--- config.mk ---
export PLATFORM = sky130hd
export DESIGN_NAME = fetch_stage_flat
export DESIGN_NICKNAME = d
export VERILOG_FILES = /design/src/rtl/fetch_stage_if.sv /design/src/rtl/fetch_stage.sv /design/src/flat_wrapper.sv
export SDC_FILE = /design/constraint.sdc
export NUM_CORES = 1
export LEC_CHECK = 0
export BUFFER_PORTS_ARGS = -buffer_cell sky130_fd_sc_hd__buf_2
export CAP_MARGIN = 20
export CORE_MARGIN = 1
export CORE_UTILIZATION = 45
export CTS_BUF_LIST = sky130_fd_sc_hd__clkbuf_8
export CTS_CLUSTER_DIAMETER = 150
export CTS_CLUSTER_SIZE = 20
export DETAILED_ROUTE_END_ITERATION = 12
export MAX_ROUTING_LAYER = met4
export PLACE_DENSITY = 0.74
export SLEW_MARGIN = 10
export SYNTH_ARGS = -nofsm -noshare
export SYNTH_HDL_FRONTEND = slang
export SYNTH_SLANG_ARGS = --single-unit
--- constraint.sdc ---
create_clock -name clk -period 2.37 [get_ports clk]
set_clock_uncertainty 0.2 [all_clocks]
set_input_delay 0.474 -clock clk [delete_from_list [all_inputs] [get_ports clk]]
set_output_delay 0.474 -clock clk [all_outputs]
set_load 0.02 [all_outputs]
--- src/rtl/fetch_stage_if.sv ---
// Fetch-stage bus bundle: hazard/redirect inputs, instruction-memory port,
// and the values handed to the F/D pipeline register.
interface fetch_stage_if;
  logic        stall;
  logic        redirect_valid;
  logic [31:0] redirect_target;
  logic [31:0] imem_addr;
  logic [31:0] imem_rdata;
  logic [31:0] instr_out;
  logic [31:0] pc_out;
  logic        fetch_fault;
  logic [31:0] fetch_count;

  modport master (
    output stall, redirect_valid, redirect_target, imem_rdata,
    input  imem_addr, instr_out, pc_out, fetch_fault, fetch_count
  );

  modport slave (
    input  stall, redirect_valid, redirect_target, imem_rdata,
    output imem_addr, instr_out, pc_out, fetch_fault, fetch_count
  );
endinterface

--- src/rtl/fetch_stage.sv ---
// Instruction-fetch stage: owns the PC, applies stall/redirect priority and
// buffers a redirect that arrives while the pipeline is frozen.
module fetch_stage #(
  parameter logic [31:0] RESET_PC = 32'h0000_3000,
  parameter logic [31:0] IM_BASE  = 32'h0000_3000,
  parameter logic [31:0] IM_BYTES = 32'h0000_4000
) (
  input  logic         clk,
  input  logic         reset,
  fetch_stage_if.slave fif
);

  // 33-bit end address so a window touching the top of memory cannot wrap
  localparam logic [32:0] IM_END = {1'b0, IM_BASE} + {1'b0, IM_BYTES};

  logic [31:0] pc;
  logic        pend_valid;
  logic [31:0] pend_target;
  logic [31:0] fetch_count;
  logic        fault;

  always_comb begin
    fault = (pc[1:0] != 2'b00) || (pc < IM_BASE) || ({1'b0, pc} >= IM_END);
  end

  assign fif.imem_addr   = pc;
  assign fif.pc_out      = pc;
  assign fif.fetch_fault = fault;
  assign fif.instr_out   = fault ? 32'h0 : fif.imem_rdata;
  assign fif.fetch_count = fetch_count;

  always_ff @(posedge clk) begin
    if (reset) begin
      pc          <= RESET_PC;
      pend_valid  <= 1'b0;
      pend_target <= 32'h0;
      fetch_count <= 32'h0;
    end else if (fif.stall) begin
      // newest redirect seen during a freeze wins
      if (fif.redirect_valid) begin
        pend_valid  <= 1'b1;
        pend_target <= fif.redirect_target;
      end
    end else begin
      fetch_count <= fetch_count + 32'd1;
      pend_valid  <= 1'b0;
      if (fif.redirect_valid)
        pc <= fif.redirect_target;
      else if (pend_valid)
        pc <= pend_target;
      else
        pc <= pc + 32'd4;
    end
  end

endmodule

--- src/flat_wrapper.sv ---
// flat-port wrapper written by rule: the top's interface ports become plain ports
module fetch_stage_flat 
#(
  parameter logic [31:0] RESET_PC = 32'h0000_3000,
  parameter logic [31:0] IM_BASE  = 32'h0000_3000,
  parameter logic [31:0] IM_BYTES = 32'h0000_4000
)
  (clk, reset, fif_stall, fif_redirect_valid, fif_redirect_target, fif_imem_rdata, fif_imem_addr, fif_instr_out, fif_pc_out, fif_fetch_fault, fif_fetch_count);
  fetch_stage_if fif_i ();
  input  logic clk;
  input  logic reset;
  input wire logic [$bits(fif_i.stall)-1:0] fif_stall;
  input wire logic [$bits(fif_i.redirect_valid)-1:0] fif_redirect_valid;
  input wire logic [$bits(fif_i.redirect_target)-1:0] fif_redirect_target;
  input wire logic [$bits(fif_i.imem_rdata)-1:0] fif_imem_rdata;
  output wire logic [$bits(fif_i.imem_addr)-1:0] fif_imem_addr;
  output wire logic [$bits(fif_i.instr_out)-1:0] fif_instr_out;
  output wire logic [$bits(fif_i.pc_out)-1:0] fif_pc_out;
  output wire logic [$bits(fif_i.fetch_fault)-1:0] fif_fetch_fault;
  output wire logic [$bits(fif_i.fetch_count)-1:0] fif_fetch_count;
  assign fif_i.stall = fif_stall;
  assign fif_i.redirect_valid = fif_redirect_valid;
  assign fif_i.redirect_target = fif_redirect_target;
  assign fif_i.imem_rdata = fif_imem_rdata;
  assign fif_imem_addr = fif_i.imem_addr;
  assign fif_instr_out = fif_i.instr_out;
  assign fif_pc_out = fif_i.pc_out;
  assign fif_fetch_fault = fif_i.fetch_fault;
  assign fif_fetch_count = fif_i.fetch_count;
  fetch_stage #(.RESET_PC(RESET_PC), .IM_BASE(IM_BASE), .IM_BYTES(IM_BYTES)) u_core (.clk(clk), .reset(reset), .fif(fif_i));
endmodule
==> impl.org, run 1 <==
** Run status
- The run finished, with violations left.
- Violated checks :: setup timing

** STA
- The final max-slew violation count is 0.
- Adding up every negative setup slack in the final design gives -4.81 ns.
- Post-layout worst setup margin :: -0.166 ns
- The number of failing hold endpoints at the final stage was 0.
- Achievable clock frequency :: 394 MHz
- Setup repair after global routing could not meet its margin everywhere.
- Slew of the pin with the lowest slew margin :: 0.702 ns
- The worst pin sits at a relative slew slack of 0.532.
- Of the available clock period, the critical path in the final layout requires 1.07.
- Post-layout min period :: 2.54 ns
- Number of setup violations in the final report :: 33

** Power
- Internal Dissipation :: 2.38 mW
- Sw Pwr :: 1.10 mW
- Power after layout :: 3.48 mW
- Power share of the sequential group :: 0.505
- The share of total power dissipated in combinational logic is 0.220.
- Of the total power, the share spent switching nets is 0.316.
- Summed over all cells, the static leakage comes to 3.06 nW.
- In this run the power density over the cells is 506 nW/um^2.
- Across the VDD grid, the largest voltage drop is 0.000247 V.
- Relative contribution of the clock network to total power :: 0.275

** Yosys
- Number of enable flip-flop cells after synthesis :: 0
- FFs w/ async S/R, synth :: 0
- Part of the Yosys area used for sequential elements :: 0.367
- Of the post-synthesis cell area, the dominant cell type holds 0.367.
- Synthesized instance count :: 683
- Number of nets in the synthesized netlist :: 754
- Top cells by area, synth :: sky130_fd_sc_hd__dfxtp_1 37%, sky130_fd_sc_hd__nand2_1 6.5%, sky130_fd_sc_hd__a21oi_1 6.2%
- The Yosys step of the flow raised 0 warnings.
- Area leader, netlist :: sky130_fd_sc_hd__dfxtp_1
- In this run the cell area of the synthesized design comes to 5290 um^2.
- For this run, the leading register cell type out of synthesis is sky130_fd_sc_hd__dfxtp_1.
- Number of different library cells in the post-synthesis netlist :: 58
- After synthesis the netlist holds a flip-flop and latch count of 97.
- Mean area per synthesized cell :: 7.75 um^2

** Job
- Max-cap violations :: 0

** Global route
- Maximum number of pins on one net before global-route repair :: 68
- Residual overflow from global routing :: 0
- GRT Total Usage :: 0.269
- The initial antenna violation count was 4.
- The via count of the first global-routing pass came to 5029.
- The first global-routing pass estimated 25700 um of wire.

** Routing
- After detailed routing, the average wire length per cell comes to 16.4 um.
- After detailed routing, the total wire length is 16500 um.
- Via density per instance :: 5.53
- The first detailed-routing pass took 8 iterations.
- Across all layers, the routed design uses 5584 vias.
- For this run, design rule violations remaining after detail routing come to 0.
- Once detail routing completed, the nets flagged for antenna violations numbered 0.
- Drt initial violations :: 381

** Min path
- The min-delay analysis places its worst path in the category input port to flop.
- Counting instances, the worst hold path has a depth of 3.

** Clock network
- Clock Sink Count :: 97
- CTS Buffer Depth :: 2
- After clock tree synthesis, the clock-pin slew on the worst setup and hold paths is 0.09 ns.
- Clock tree from TritonCTS :: yes
- Cts bufs inserted :: 9
- Latest clock arrival within the worst-skew pair :: 0.37 ns
- Number of H-tree levels :: 3
- The number of hold buffers added after CTS was 0.
- Cell chosen for the clock root :: sky130_fd_sc_hd__clkbuf_8

** Die
- The die covers 12200 um^2.
- Row cnt :: 39
- Starting utilization of the core area :: 0.463
- Placeable Area :: 11400 um^2
- The die is 110 um tall.
- Die width :: 110 um
- Number of ports placed on the die boundary :: 197

** Finish
- The library cell used most frequently in the layout, excluding fill and tap cells, is sky130_fd_sc_hd__buf_2.
- In the final layout, the share of cells above drive strength 1 is 0.362.
- The net count of the finished layout is 930.
- Area growth from synthesis to final layout :: 30.0%
- Most used cells in the layout excluding fill and tap cells :: 164 x sky130_fd_sc_hd__buf_2, 90 x sky130_fd_sc_hd__nand2_1, 86 x sky130_fd_sc_hd__dfxtp_1
- For this run, the share of the core covered by cells in the final layout is 0.602.
- Once layout is complete, the cells apart from fillers number 1010.

** Setup path
- Sort of element at the start of the critical path :: flop
- The largest single stage delay on the critical path is 0.35 ns.
- The worst setup path is captured at a primary output.
- The critical path is of the flop to primary output type.
- Traced cell by cell, the critical path runs through nor4_4 -> nand2_2 -> nor3_4 -> buf_6 -> and2_1 -> buf_6.
- Measured in cells, the most critical reg-to-reg path has a length of 7.
- Critical path depth :: 6
- Top delay family on crit path :: simple AND/OR/NAND/NOR gates
- STA puts the critical path data required time at 1.70 ns.
- Cell with the largest stage delay on the worst path :: sky130_fd_sc_hd__dfxtp_2
- Counting both buffers and inverters, the worst setup path holds a total of 2.
- Along the worst path, the maximum fanout reaches 16.
- Among the stages of the critical path, the cell type that occurs most often is sky130_fd_sc_hd__buf_6.
- Data on the critical path arrives at its endpoint at 1.86 ns.

** Place
- Routability-driven placement finished with a final weighted congestion of 0.854.
- Worst slack, placed :: 0.125 ns
- Count of buffers inserted at the top-level ports :: 196
- Once placement completed, the tool counted placed cells totaling 989.
- Summed over all nets, the half-perimeter wirelength after detailed placement is 11900 um.
-- final timing paths --
kind	start	end	slack [ns]
setup / recovery	u_core.fif.imem_addr[22]	fif_instr_out[15]	-0.17
hold / removal	fif_redirect_target[3]	u_core.pend_target[3]	0.15
setup reg to reg	u_core.fif.imem_addr[3]	u_core.fif.imem_addr[24]	0.28
hold reg to reg	u_core.pend_target[1]	u_core.pend_target[1]	0.25
-- kinds of logic (layout without fill, tap and decap cells) --
family | Yosys count | in the layout | share of synthesized area
fa+ha+maj | 3 | 3 | 0.00710
flops | 97 | 97 | 0.367
simple gates | 304 | 304 | 0.292
mux | 11 | 11 | 0.0211
other cells | 0 | 4 | 0
xor+xnor | 25 | 25 | 0.0414
compound gates | 153 | 153 | 0.183
buf+inv | 90 | 270 | 0.0887
-- Yosys cell counts, types with 6 or more instances --
master	n
sky130_fd_sc_hd__a21oi_1	66
sky130_fd_sc_hd__a22oi_1	13
sky130_fd_sc_hd__and2_1	36
sky130_fd_sc_hd__and3_1	10
sky130_fd_sc_hd__buf_1	9
sky130_fd_sc_hd__buf_2	6
sky130_fd_sc_hd__buf_4	33
sky130_fd_sc_hd__clkbuf_1	27
sky130_fd_sc_hd__dfxtp_1	97
sky130_fd_sc_hd__inv_1	15
sky130_fd_sc_hd__mux2i_1	10
sky130_fd_sc_hd__nand2_1	92
sky130_fd_sc_hd__nand2b_1	6
sky130_fd_sc_hd__nand3_1	17
sky130_fd_sc_hd__nand4_1	23
sky130_fd_sc_hd__nor2_1	62
sky130_fd_sc_hd__nor3_1	13
sky130_fd_sc_hd__nor4_1	9
sky130_fd_sc_hd__o21ai_0	24
sky130_fd_sc_hd__or3_1	9
sky130_fd_sc_hd__xor2_1	21
-- sequential cells by signal (all words and copies together), names as in the netlist --
name,cells
u_core.fif.fetch_count,32
u_core.fif.imem_addr,32
u_core.pend_target,32
u_core.pend_valid,1
-- worst register-to-register path: cells and delay by family, from the launching register on --
family | cells | cell delay [ns]
flip-flops | 1 | 0.43
AO/OA/AOI/OAI | 2 | 0.40
AND/OR/NAND/NOR | 3 | 0.56
adder cells (fa/ha/maj) | 1 | 0.23
buffers and inverters | 1 | 0.22
-- routing by layer --
layer | up-vias | routed length (um) | GRT usage
met5 | - | 0 | -
met4 | 0 | 600 | 0.117
met3 | 32 | 1050 | 0.0467
met2 | 256 | 8280 | 0.464
met1 | 2571 | 6610 | 0.307
li1 | 2725 | - | -
-- repair_timing --
item | in CTS | in global routing
setup endpoints to repair | 33 | 33
pin swaps | 4 | 5
resized for setup | 43 | 59
setup buffers | 2 | 1
cloned | 1 | 0
-- power by group through the flow --
stage | logic, mW | registers (mW) | clock network [mW]
2_1_floorplan | 0.395 | 1.83 | 0
3_3_place_gp | 0.688 | 1.78 | 0
3_5_place_dp | 0.692 | 1.79 | 0
4_1_cts | 0.735 | 1.75 | 0.974
5_1_grt | 0.824 | 1.77 | 1.04
6_report | 0.767 | 1.76 | 0.956
-- layout make-up --
| class | instances | area (um^2) |
|---|---|---|
| flip-flops and latches | 97 | 1960 |
| clock buffers | 9 | 124 |
| clock inverters | 6 | 38.8 |
| diodes | 4 | 10.0 |
| multi-input cells | 496 | 3010 |
| inverters | 15 | 56.3 |
| repair buffers | 240 | 1500 |
| fillers | 1045 | 4540 |
| well taps | 143 | 179 |
-- stage by stage --
step | instance area, um^2 | hold WS, ns
floorplan | 5290 | 0.231
global placement | 6380 | 0.238
detailed placement | 6380 | 0.244
CTS | 6720 | 0.132
global route | 6880 | 0.138
finish | 6880 | 0.148
Note: power is estimated with default switching activity, not from simulation.
==> run 2, diff against run 1 <==
--- a/config.mk
+++ b/config.mk
@@ -7,14 +7,15 @@
 export LEC_CHECK = 0
 export BUFFER_PORTS_ARGS = -buffer_cell sky130_fd_sc_hd__buf_2
 export CAP_MARGIN = 20
+export CORE_ASPECT_RATIO = 1.4
 export CORE_MARGIN = 1
-export CORE_UTILIZATION = 45
+export CORE_UTILIZATION = 51
 export CTS_BUF_LIST = sky130_fd_sc_hd__clkbuf_8
 export CTS_CLUSTER_DIAMETER = 150
 export CTS_CLUSTER_SIZE = 20
 export DETAILED_ROUTE_END_ITERATION = 12
 export MAX_ROUTING_LAYER = met4
-export PLACE_DENSITY = 0.74
+export PLACE_DENSITY = 0.82
 export SLEW_MARGIN = 10
 export SYNTH_ARGS = -nofsm -noshare
 export SYNTH_HDL_FRONTEND = slang
==> constraint.sdc (replaced) <==
create_clock -name clk -period 2.37 [get_ports clk]
set_clock_uncertainty 0.2 [all_clocks]
set_input_delay 0.711 -clock clk [delete_from_list [all_inputs] [get_ports clk]]
set_output_delay 0.711 -clock clk [all_outputs]
set_load 0.02 [all_outputs]
==> impl.org, run 2 (synthesis results as in run 1) <==
** Routing
- The average via count per standard cell is 5.70 (+3.1%).
- The routed length per instance is 16.5 um (+0.91%).
- The residual antenna-violating net count after detailed routing came to 0 (unchanged).
- The number of design-rule violations left by the first detailed-router iteration is 435 (+14%).
- The routed wire length was 16800 um (+1.5%).
- The count of TritonRoute iterations in the first routing pass came to 7 (-1).
- Number of vias in the routed layout :: 5792 (+3.7%)
- The number of remaining DRC errors is 0 (unchanged).

** Global route
- The first-pass GRT wire length came to 25600 um (-0.64%).
- The global-route usage over all layers came to 0.316 (+0.0469).
- The total global routing overflow was 0 (unchanged).
- The initial antenna violation count came to 1 (-3).
- The pin count of the biggest net entering global routing was 39 (-43%).
- Via count of the first global-routing pass :: 5429 (+8.0%)

** Die
- The number of primary I/O pins is 197 (unchanged).
- The horizontal die dimension came to 88.1 um (-20%).
- Die H :: 123 um (+11%)
- Placeable Area :: 10000 um^2 (-12%)
- Starting utilization of the core area :: 0.529 (+0.0653)
- The floorplan die area was 10800 um^2 (-12%).
- The number of standard-cell rows in the floorplan came to 43 (+10%).

** Finish
- From synthesis to final layout, the design area changed by 32.5%.
- The final non-filler cell total was 1016 (+0.59%).
- Commonest non-fill, non-tap cell in the layout :: sky130_fd_sc_hd__buf_2
- Net count reported at finish :: 946 (+1.7%)
- In the layout the commonest cells are 164 x sky130_fd_sc_hd__buf_2, 94 x sky130_fd_sc_hd__dfxtp_1, 92 x sky130_fd_sc_hd__nand2_1.
- The number of fill cells in the layout was 816 (-22%).
- The area occupied by registers is 1950 um^2 (-0.77%).
- Multi-input gate area in the final layout :: 2940 um^2 (-2.5%)
- Layout cells sized above 1 :: 0.370 (+0.00892)

** STA
- Number of setup violations in the final report :: 33 (unchanged)
- The worst hold-check slack came to 0.254 ns (+0.107 ns).
- Achievable clock frequency :: 364 MHz (-7.7%)
- The final max-slew violation count came to 0 (unchanged).
- The portion of the clock cycle consumed by the worst path in the final layout was 1.16 (+0.0891).
- Post-layout worst setup margin :: -0.377 ns (-0.211 ns)
- Post-layout min period :: 2.75 ns (+0.211 ns)
- The transition time of the tightest slew-check pin came to 0.392 ns (-0.310 ns).
- Worst slew margin relative to its limit :: 0.739 (+0.207)
- Final hold violation count :: 0 (unchanged)
- Setup repair after global routing could not meet its margin everywhere.

** Place
- The number of placed instances, taps included came to 999 (+1.0%).
- Worst slack, placed :: 0.00912 ns (-0.116 ns)
- The placer congestion estimate came to 0.921 (+7.9%).
- The half-perimeter wire length after detailed placement is 12300 um (+3.9%).
- Count of buffers inserted at the top-level ports :: 196 (unchanged)

** Power
- The internal cell power was 2.64 mW (+11%).
- Relative contribution of the clock network to total power :: 0.320 (+0.045)
- The register share of total power came to 0.469 (-0.036).
- Pwr dens :: 529 nW/um^2 (+4.6%)
- The maximum vdd ir drop is 0.000419 V (+70%).
- The switching power share of the total is 0.290 (-0.0268).
- Sw Pwr :: 1.07 mW (-2.5%)
- Power after layout :: 3.71 mW (+6.5%)
- The static leakage is 3.17 nW (+3.4%).
- Fraction of power consumed by combinational cells :: 0.210 (-0.010)

** Clock network
- Cell chosen for the clock root :: sky130_fd_sc_hd__clkbuf_8
- The post-CTS clock slew at the launch and capture registers of the worst setup and hold paths is 0.09 ns (about the same).
- The worst-skew pair later-pin latency was 0.37 ns (about the same).
- The number of buffers inserted during clock tree synthesis was 9 (unchanged).
- CTS Buffer Depth :: 2 (unchanged)
- TritonCTS built the clock tree.
- The maximum level of the CTS H-tree came to 3 (unchanged).
- Clock Sink Count :: 97 (unchanged)

** Run status
- The run finished, with violations left.
- Violated checks :: setup timing

** Setup path
- Sort of element at the start of the critical path :: flop
- The worst register-to-register path begins at u_core.fif.fetch_count[8].
- Top delay family on crit path :: simple AND/OR/NAND/NOR gates
- Reg2Reg Capture Point :: u_core.fif.fetch_count[30]
- Largest fanout on the critical path :: 33 (+17)
- Worst setup slack for register-to-register paths :: 0.21 ns (-0.07 ns)
- Traced cell by cell, the critical path runs through nor4_2 -> nand2_1 -> nor3_2 -> buf_12 -> and2_2 -> buf_6.
- The slowest stage of the critical path is the sky130_fd_sc_hd__dfxtp_2 cell.
- The instance count on the critical path was 6 (unchanged).
- The count of cells along the worst register-to-register path was 5 (-2).
- Required time of the critical path :: 1.46 ns (-0.24 ns)
- Type of element capturing the critical path :: primary output
- Worst Path Arrival :: 1.84 ns (-0.02 ns)
- In this run the worst setup path begins at u_core.fif.imem_addr[1].
- The worst setup path is of the flop to primary output kind.
- Worst Path Buf+Inv :: 2 (unchanged)
- Worst path max stage delay :: 0.34 ns (about the same)
- Following the worst setup path forward leads to its endpoint at fif_instr_out[14].

** Min path
- Type of the tightest min-delay check :: flop to flop

** Job
- The max-capacitance violation count was 0 (unchanged).
==> run 2: timing repair <==
action | CTS | global route
buffers inserted | 0 | 0
hold buffers | 0 | 0
gates resized for setup | 54 | 13
endpoints found under the setup margin | 33 | 34
==> run 2: layout make-up <==
class / count / share of cell area
clock buffers: 10 / 0.0196
multi-input cells: 496 / 0.419
flip-flops and latches: 97 / 0.278
inverters: 15 / 0.00804
repair buffers: 256 / 0.239
well taps: 135 / 0.0241
diodes: 1 / 0.000357
clock inverters: 6 / 0.0118
==> run 2: stage by stage <==
stage	TNS, ns	area, um^2	utilization
detailed placement	0	6570	0.657
global placement	0	6570	0.657
floorplan	-0.670	5330	-
global route	-15.13	7010	0.700
finish	-11.67	7010	0.700
CTS	-11.96	6960	0.695
==> run 2: worst min-delay path, delay by kind of cell (launching register included) <==
kind | cells | cell delay (ns)
AOI/OAI and AO/OA | 1 | 0.05
and+or+nand+nor | 1 | 0.05
DFF | 1 | 0.31
==> run 2: worst min-delay path by stage <==
stage	from	to	slack (ns)	cells after the start
after floorplan	u_core.pend_target[0]	u_core.pend_target[0]	0.23	2
after global routing	u_core.pend_target[19]	u_core.pend_target[19]	0.28	2
final	u_core.pend_target[0]	u_core.pend_target[0]	0.25	2
after global placement	u_core.pend_target[1]	u_core.pend_target[1]	0.24	2
after CTS	u_core.pend_target[0]	u_core.pend_target[0]	0.26	2
after detailed placement	u_core.pend_target[0]	u_core.pend_target[0]	0.24	2
==> run 2: per-layer routing <==
metal | part of all wire | GRT usage | routed length [um]
met5 | 0 | - | 0
met4 | 0.033 | 0.146 | 556
met3 | 0.079 | 0.0746 | 1330
met2 | 0.53 | 0.568 | 8870
met1 | 0.36 | 0.320 | 6040
==> run 2: power by group through the flow <==
stage / sequential, mW / clock [mW] / combinational (mW)
2_1_floorplan: 1.83 / 0 / 0.402
3_3_place_gp: 1.77 / 0 / 0.714
3_5_place_dp: 1.78 / 0 / 0.733
4_1_cts: 1.74 / 1.20 / 0.764
5_1_grt: 1.75 / 1.27 / 0.840
6_report: 1.74 / 1.19 / 0.780
==> run 3, diff against run 2 <==
--- a/config.mk
+++ b/config.mk
@@ -11,7 +11,7 @@
 export CORE_MARGIN = 1
 export CORE_UTILIZATION = 51
 export CTS_BUF_LIST = sky130_fd_sc_hd__clkbuf_8
-export CTS_CLUSTER_DIAMETER = 150
+export CTS_CLUSTER_DIAMETER = 40
 export CTS_CLUSTER_SIZE = 20
 export DETAILED_ROUTE_END_ITERATION = 12
 export MAX_ROUTING_LAYER = met4
==> constraint.sdc (replaced) <==
create_clock -name clk -period 2.82 [get_ports clk]
set_clock_uncertainty 0.2 [all_clocks]
set_input_delay 0.282 -clock clk [delete_from_list [all_inputs] [get_ports clk]]
set_output_delay 0.282 -clock clk [all_outputs]
set_load 0.02 [all_outputs]
==> impl.org, run 3 (synthesis results as in run 1) <==
** Run status
- The flow ran to the end, and the final reports show no timing, DRC or antenna violations.

** Finish
- Relative to the synthesized area, the layout overhead comes to 27.4%.
- Most used cells in the layout excluding fill and tap cells :: 196 x sky130_fd_sc_hd__buf_2, 97 x sky130_fd_sc_hd__dfxtp_1, 92 x sky130_fd_sc_hd__nand2_1
- The area occupied by registers was 1940 um^2 (-0.19%).
- Layout cells sized above 1 :: 0.288 (-0.0828)
- Fillcell total :: 835 (+2.3%)
- Count of antenna diodes in the layout :: 0 (-1)
- Commonest non-fill, non-tap cell in the layout :: sky130_fd_sc_hd__buf_2
- Multi-input gate area in the final layout :: 2890 um^2 (-1.4%)
- The net count of the finished layout was 935 (-1.2%).

** Clock network
- The maximum level of the CTS H-tree is 3 (unchanged).
- The worst-skew pair later-pin latency came to 0.39 ns (+0.02 ns).
- The root buffer cell chosen for the clock tree is sky130_fd_sc_hd__clkbuf_8.
- The maximum clock insertion buffer count came to 2 (unchanged).
- The number of buffers inserted during clock tree synthesis came to 9 (unchanged).
- Clock tree from TritonCTS :: yes
- The post-CTS clock slew at the launch and capture registers of the worst setup and hold paths is 0.10 ns (about the same).
- Clock Sink Count :: 97 (unchanged)
- The number of setup buffers added after CTS was 0 (unchanged).

** Routing
- Drt initial violations :: 547 (+26%)
- Number of vias in the routed layout :: 5754 (-0.66%)
- The number of remaining DRC errors is 0 (unchanged).
- Post-route antenna net violation count :: 0 (unchanged)
- Detailed-routing iteration count for the pre-antenna-repair pass :: 6 (-1)
- Via density per instance :: 5.73 (+0.53%)
- Routed length per placed instance :: 16.5 um (about the same)
- The routed wire length was 16600 um (-1.2%).

** Job
- Max-cap violations :: 0 (unchanged)

** Min path
- Type of the tightest min-delay check :: input port to flop
- The startpoint identified for the worst hold timing path is fif_stall.

** STA
- Hold Slack :: 0.129 ns (-0.126 ns)
- Slew of the pin with the lowest slew margin :: 0.588 ns (+0.197 ns)
- Number of setup violations in the final report :: 0 (-100%)
- The final max-slew violation count came to 0 (unchanged).
- In the finished design, the share of the clock period the worst path needs comes to 0.944.
- The number of failing hold endpoints at the final stage came to 0 (unchanged).
- The clock period could shrink to 2.66 ns.
- Achievable clock frequency :: 376 MHz
- Worst slew margin relative to its limit :: 0.605 (-0.134)

** Power
- Relative contribution of the clock network to total power :: 0.354 (+0.034)
- Power after layout :: 3.20 mW (-14%)
- The power per cell area is 475 nW/um^2 (-10%).
- The maximum vdd ir drop came to 0.000341 V (-19%).
- Fraction of power consumed by combinational cells :: 0.180 (-0.030)
- Leakage dissipation :: 3.03 nW (-4.4%)
- The register share of total power came to 0.466 (-0.003).
- Internal Dissipation :: 2.27 mW (-14%)
- The reported net switching power is 930 uW (-13%).
- The switching power share of the total came to 0.291 (+0.00128).

** Setup path
- Sequence of cells on the critical path :: nor4_1 -> nand2_1 -> nor3_4 -> buf_4 -> and2_1 -> buf_2
- Type of element capturing the critical path :: primary output
- The startpoint identified for the worst register-to-register timing path is u_core.fif.fetch_count[8].
- Cell with the largest stage delay on the worst path :: sky130_fd_sc_hd__dfxtp_1
- Setup CP Type :: flop to primary output
- Worst Path Arrival :: 2.18 ns (+0.34 ns)
- The maximum net fanout on the critical path is 23 (-30%).
- Worst path max stage delay :: 0.41 ns (+0.07 ns)
- STA classifies the critical path startpoint as a flop.
- Tracing the worst setup path back leads to its startpoint at u_core.fif.imem_addr[15].
- Required time of the critical path :: 2.34 ns (+0.88 ns)

** Die
- The initial core utilization was 0.529 (unchanged).
- The floorplan die area came to 10800 um^2 (unchanged).
- Die width :: 88.1 um (unchanged)
- The number of standard-cell rows in the floorplan is 43 (unchanged).
- Placeable Area :: 10000 um^2 (unchanged)
- The die outline height came to 123 um (unchanged).
- The number of primary I/O pins is 197 (unchanged).

** Global route
- Number of antenna violations at the first check in global routing :: 0 (-1)
- Via count of the first global-routing pass :: 5303 (-2.3%)
- GRT Total Usage :: 0.320 (+0.00354)
- First-pass GRT wire length :: 26000 um (+1.6%)
- Residual overflow from global routing :: 0 (unchanged)
- Maximum number of pins on one net before global-route repair :: 32 (-18%)

** Place
- Total half-perimeter wirelength after legalization and detailed placement :: 12000 um (-3.0%)
- Final estimated routing congestion in global placement :: 0.898 (-2.5%)
- Count of buffers inserted at the top-level ports :: 196 (unchanged)
[run 3: changes by cell type in the layout (fill, tap and decap cells not counted), moves of 3 or more]
cell	previous run	this run
sky130_fd_sc_hd__buf_4	57	17
sky130_fd_sc_hd__dfxtp_1	94	97
sky130_fd_sc_hd__dfxtp_2	3	0
sky130_fd_sc_hd__buf_6	31	0
sky130_fd_sc_hd__dlygate4sd3_1	0	32
sky130_fd_sc_hd__and2_2	29	0
sky130_fd_sc_hd__buf_12	4	0
sky130_fd_sc_hd__buf_2	164	196
sky130_fd_sc_hd__and2_1	7	36
[run 3: timing repair]
action                     CTS  global route
setup endpoints to repair    0            23
resized for setup            0             1
hold buffers                32             0
hold endpoints to repair    32             0
[run 3: per-layer routing]
layer	track usage	wire length, um	up-vias
met1	0.348	6210	2688
met3	0.0686	1350	53
met5	-	0	-
met4	0.177	682	0
met2	0.537	8350	291
li1	-	-	2722
[run 3: cell type report]
cell class | count | share of cell area
clock buffer | 10 | 0.0204
clock inverter | 6 | 0.0167
inverter | 15 | 0.00835
multi-input combinational | 496 | 0.429
sequential | 97 | 0.288
tap | 135 | 0.0251
timing repair buffer | 245 | 0.212
[run 3: path summary, 6_finish.rpt]
| kind | endpoint | slack [ns] | cells past startpoint |
|---|---|---|---|
| max reg2reg | u_core.fif.fetch_count[30] | 0.55 | 5 |
| min | u_core.fif.imem_addr[0] | 0.13 | 3 |
| max | fif_instr_out[15] | 0.16 | 6 |
| min reg2reg | u_core.pend_target[1] | 0.25 | 2 |
[run 3: critical path, delay by kind of cell, from the launching register on]
family	cells	cell delay, ns
flip-flops	1	0.41
buffers and inverters	2	0.42
AND/OR/NAND/NOR	4	0.96
[run 3: power by group through the flow]
stage,logic (mW),registers (mW),clock network [mW]
2_1_floorplan,0.332,1.54,0
3_3_place_gp,0.517,1.52,0
3_5_place_dp,0.530,1.52,0
4_1_cts,0.566,1.49,1.14
5_1_grt,0.626,1.50,1.20
6_report,0.575,1.49,1.13
[run 3: stage by stage]
stage / TNS, ns / utilization / cell area (um^2) / cells / setup WS [ns]
2_1_floorplan: 0 / - / 5290 / 683 / 0.699
4_1_cts: 0 / 0.673 / 6730 / 1004 / 0.0847
6_report: 0 / 0.673 / 6740 / 1004 / 0.158
3_3_place_gp: 0 / 0.616 / 6160 / 956 / 0.620
3_5_place_dp: 0 / 0.616 / 6160 / 956 / 0.503
5_1_grt: -0.0311 / 0.673 / 6740 / 1004 / -0.0119
